[config.mk]
export PLATFORM = sky130hd
export DESIGN_NAME = skid_register
export DESIGN_NICKNAME = d
export VERILOG_FILES = /design/src/rtl/skid_register_pkg.sv /design/src/rtl/skid_register_register.sv /design/src/rtl/skid_register.sv
export SDC_FILE = /design/constraint.sdc
export NUM_CORES = 1
export LEC_CHECK = 0
export CAP_MARGIN = 20
export CORE_UTILIZATION = 49
export DETAILED_ROUTE_END_ITERATION = 10
export PLACE_DENSITY = 0.89
export SLEW_MARGIN = 20
export SYNTH_ARGS = -nofsm -noshare
export SYNTH_HDL_FRONTEND = slang
export SYNTH_SLANG_ARGS = --single-unit
[constraint.sdc]
create_clock -name clk -period 4.35 [get_ports clk]
set_clock_uncertainty 0.1 [all_clocks]
set_input_delay 0.87 -clock clk [delete_from_list [all_inputs] [get_ports clk]]
set_output_delay 0.87 -clock clk [all_outputs]
set_load 0.02 [all_outputs]
[src/rtl/skid_register_pkg.sv]
// Shared types and constants for the skid_register elastic stage.
package skid_register_pkg;

  // Control states: how many words the stage is holding.
  typedef enum logic [1:0] {
    EMPTY = 2'd0,
    BUSY  = 2'd1,
    FULL  = 2'd2
  } state_t;

  // Occupancy values reported on the count port.
  localparam logic [1:0] OCC_EMPTY = 2'd0;
  localparam logic [1:0] OCC_BUSY  = 2'd1;
  localparam logic [1:0] OCC_FULL  = 2'd2;

  // Map a control state to the number of words held.
  function automatic logic [1:0] occupancy(input state_t s);
    logic [1:0] occ;
    occ = OCC_EMPTY;
    case (s)
      BUSY:    occ = OCC_BUSY;
      FULL:    occ = OCC_FULL;
      default: occ = OCC_EMPTY;
    endcase
    return occ;
  endfunction

endpackage

[src/rtl/skid_register_register.sv]
// Enabled data register with asynchronous clear, used for the main and
// skid word slots of skid_register.
module register #(
  parameter int WIDTH = 8
) (
  input  logic             clk,
  input  logic             rst,
  input  logic             en,
  input  logic [WIDTH-1:0] d,
  output logic [WIDTH-1:0] q
);

  // Load d when enabled; clear immediately on reset.
  always_ff @(posedge clk or posedge rst) begin
    if (rst) begin
      q <= '0;
    end else if (en) begin
      q <= d;
    end
  end

endmodule

[src/rtl/skid_register.sv]
// Elastic pipeline stage: one main word driving the output plus one skid
// word that absorbs the in-flight transfer when downstream stalls. in_ready
// is a flop, so no combinational path runs from out_ready to in_ready.
module skid_register
  import skid_register_pkg::*;
#(
  parameter int WIDTH = 8
) (
  input  logic             clk,
  input  logic             rst,
  input  logic             in_valid,
  output logic             in_ready,
  input  logic [WIDTH-1:0] in_data,
  output logic             out_valid,
  input  logic             out_ready,
  output logic [WIDTH-1:0] out_data,
  output logic [1:0]       count
);

  state_t           state_reg;
  state_t           state_next;
  logic             in_ready_reg;
  logic             in_xfer;
  logic             out_xfer;
  logic             main_en;
  logic             skid_en;
  logic [WIDTH-1:0] main_d;
  logic [WIDTH-1:0] skid_q;

  assign in_xfer  = in_valid & in_ready_reg;
  assign out_xfer = out_valid & out_ready;

  // Main slot: its output is the word presented downstream.
  register #(.WIDTH(WIDTH)) main_slot (
    .clk (clk),
    .rst (rst),
    .en  (main_en),
    .d   (main_d),
    .q   (out_data)
  );

  // Skid slot: only ever loaded from in_data while the main slot is stalled.
  register #(.WIDTH(WIDTH)) skid_slot (
    .clk (clk),
    .rst (rst),
    .en  (skid_en),
    .d   (in_data),
    .q   (skid_q)
  );

  // Next-state and slot-enable decode from the two handshakes.
  always_comb begin
    state_next = state_reg;
    main_en    = 1'b0;
    skid_en    = 1'b0;
    main_d     = in_data;
    case (state_reg)
      EMPTY: begin
        if (in_xfer) begin
          state_next = BUSY;
          main_en    = 1'b1;
        end
      end
      BUSY: begin
        case ({in_xfer, out_xfer})
          2'b10: begin
            state_next = FULL;
            skid_en    = 1'b1;
          end
          2'b01: begin
            state_next = EMPTY;
          end
          2'b11: begin
            main_en    = 1'b1;
          end
          default: begin
            state_next = BUSY;
          end
        endcase
      end
      FULL: begin
        // in_ready is low here, so only the drain side can move.
        if (out_xfer) begin
          state_next = BUSY;
          main_en    = 1'b1;
          main_d     = skid_q;
        end
      end
      default: begin
        state_next = EMPTY;
      end
    endcase
  end

  // State and registered in_ready; in_ready stays low until the first clean edge.
  always_ff @(posedge clk or posedge rst) begin
    if (rst) begin
      state_reg    <= EMPTY;
      in_ready_reg <= 1'b0;
    end else begin
      state_reg    <= state_next;
      in_ready_reg <= (state_next != FULL);
    end
  end

  assign in_ready  = in_ready_reg;
  assign out_valid = (state_reg != EMPTY);
  assign count     = occupancy(state_reg);

endmodule

==> summary.md <==
| Metric | Value |
|---|---|
| Final worst setup slack | `1.82 ns` |
| Finished Core Util | `0.719` |
| Final setup fails | `0` |
| Vias in the first global route | `between 500 and 600` |
| Crit path required time | `3.38 ns` |
| Hold WS | `0.415 ns` |
| Routed Wire Length | `1.52 mm` |
| Clock-pin transition on the worst setup and hold timing paths | `roughly 0.1 ns` |
| Sw Share | `0.334` |
| DRT Pass-1 Iters | `6` |
| FF-to-FF setup slack | `roughly 2.5 ns` |
| Slowest CP cell | `clkdlybuf4s50_1` |
| Largest net degree at the start of global routing | `20` |
| R2R Path Start | `state_reg[0]` |
| Sw power | `0.253 mW` |
| CORE AREA | `0.00158 mm²` |
| Slew Limit Fails | `0` |
| Power Density | `667 mW/mm²` |
| Cells along the critical path | `and2b_1, clkdlybuf4s50_1` |
| CTS tree | `done` |
| Die Ht | `between 40 and 50 µm` |
| Pin slew with the least headroom to its limit | `0.701 ns` |
| Vias/cell | `5.55` |
| Ports | `24` |
| Clock sink count | `19` |
| Antenna Nets Post-Route | `0` |
| CP startpoint | `state_reg[1]` |
| Final nets | `99` |
| Die width | `approximately 44 µm` |
| Initial drt markers | `6` |
| Hold-fix buffers, CTS | `0` |
| Synthesized area per cell | `14.3 µm²` |
| Library cells used by synthesis | `16` |
| Largest family of logic cells by synthesized area | `multiplexers` |
| Cells after synthesis | `60` |
| Initial antenna violation count | `0` |
| Post-route DRC | `0` |
| Maximum fanout along the worst path | `6` |
| Area grow syn2layout | `31.9%` |
| CP Capture Type | `output port` |
| Unrepaired setup endpoints after global routing | `false` |
| Achievable clock frequency | `a little under 0.4 GHz` |
| Outcome | `finished clean` |
| P_int | `~0.50 mW` |
| Leakage power | `0.471 nW` |
| Postcts setup bufs | `0` |
| Crit path launch type | `flop` |
| Row count | `14` |
| Port buffer count | `23` |
| Number of synthesis warnings | `0` |
| Global-route wire length before repair | `2.55 mm` |
| Synthesized flop and latch total | `19` |
| Worst-Skew Late Latency | `0.28 ns` |
| CP max stage delay | `0.60 ns` |
| Max cap viols | `0` |
| H-tree Lvls | `1` |
| Adder-cell share of the synthesized area | `0` |
| Gr usage total | `0.182` |
| Starting Density | `0.545` |
| RR Endpoint | `main_slot.q[5]` |
| Clock buffer depth | `2` |
| WL per Instance | `14.9 µm` |
| Crit path DAT | `1.56 ns` |
| Min Tclk post-route | `2.53 ns` |
| Compound-Gate Fraction of Synth Area | `0.0364` |
| Hold_sp | `skid_slot.q[3]` |
| Critical path type | `flop to output port` |
| Worst setup path endpoint | `count[0]` |
| Dpl hpwl | `~1.1 mm` |
| Sequential cell fraction of total power | `0.412` |
| Post_cts resized | `0` |
| Comb pwr share | `0.474` |
| Vias | `566` |
| XOR/XNOR share of the synthesized area | `0` |
| Most common cell after layout, fill and taps aside | `mux2_2` |
| GPL Wtd Cong | `0.723` |
| Period utilization | `0.581` |
| Clock power frac | `0.114` |
| Clock root cell | `clkbuf_4` |
| Hold/Removal Path Class | `flop to flop` |
| VDD IR max | `340 µV` |
| Antenna Cells | `0` |
| Number of buffers created by CTS | `3` |
| Final total power | `0.756 mW` |
| Fraction of layout cells with a size suffix above 1 | `0.360` |
| Layout fillers | `roughly 120` |
| Most frequent cells in the layout | `mux2_2, clkdlybuf4s50_1, dfrtp_1, nor2b_1, clkbuf_4` |
| Ys flop type | `dfrtp_1` |
| Final Hold Viols | `0` |
| Post-synth ARST share | `1.00` |
| Post-synth design cell area | `860 µm²` |
| Die ar. | `0.00193 mm²` |
| Mapped Nets | `roughly 70` |
| Max_slew headroom | `0.532` |
| Post-Place Worst Slack | `1.54 ns` |
| Simple-Gate Fraction of Synth Area | `0.0801` |
| Post-synth EDFFs | `0` |
| Total gr overflow | `0` |
| Setup TNS | `0 ns` |
| Post-synthesis mux area share | `0.314` |
| Sequential area share after synthesis | `0.553` |
| FF-to-FF path depth | `3` |
## stage by stage
stage / cell area [µm²] / cells
after floorplan: 860 / 60
after global placement: 1110 / 98
after detailed placement: 1110 / 98
after CTS: 1130 / 102
after global routing: 1130 / 102
final: 1130 / 102
## logic make-up after synthesis
family                 after synthesis
flip-flops                          19
buffers and inverters                3
multiplexers                        24
AND/OR/NAND/NOR                     11
AO/OA/AOI/OAI                        3
## layer usage
layer	share of wire	track usage
met5	0	0
met4	0.0066	0.0545
met3	0.037	0.0250
met2	0.47	0.296
met1	0.49	0.256
## critical path, delay by kind of cell (launching register included)
kind	cells	cell delay, ns
and+or+nand+nor	1	0.23
buffers and inverters	1	0.60
DFF	1	0.44
## power by group through the flow
stage	registers (mW)	clock network, mW	logic, mW
2_1_floorplan	0.354	0	0.170
3_3_place_gp	0.311	0	0.351
3_5_place_dp	0.315	0	0.361
4_1_cts	0.312	0.0878	0.362
5_1_grt	0.321	0.0964	0.378
6_report	0.311	0.0865	0.358
## how the worst min path moves through the flow
stage | endpoint | slack, ns | cells past startpoint
detailed placement | skid_slot.q[3] | 0.39 | 1
finish | skid_slot.q[3] | 0.41 | 1
CTS | skid_slot.q[3] | 0.42 | 1
floorplan | skid_slot.q[0] | 0.38 | 1
global placement | skid_slot.q[1] | 0.39 | 1
global route | skid_slot.q[4] | 0.44 | 1
## synth_stat cells (2+ instances only)
library cell	count	area, µm²
dfrtp_1	19	475
mux2_2	24	270
nor2b_1	3	18.8
buf_2	2	10.0
## area by class of cell
type	instances	area (µm²)	area share
multi-input cells	38	370	0.327
flip-flops and latches	19	475	0.419
repair buffers	24	238	0.210
clock buffers	4	26.3	0.0232
inverters	1	3.75	0.00331
well taps	16	20.0	0.0177
(Power assumes the default switching activity.)
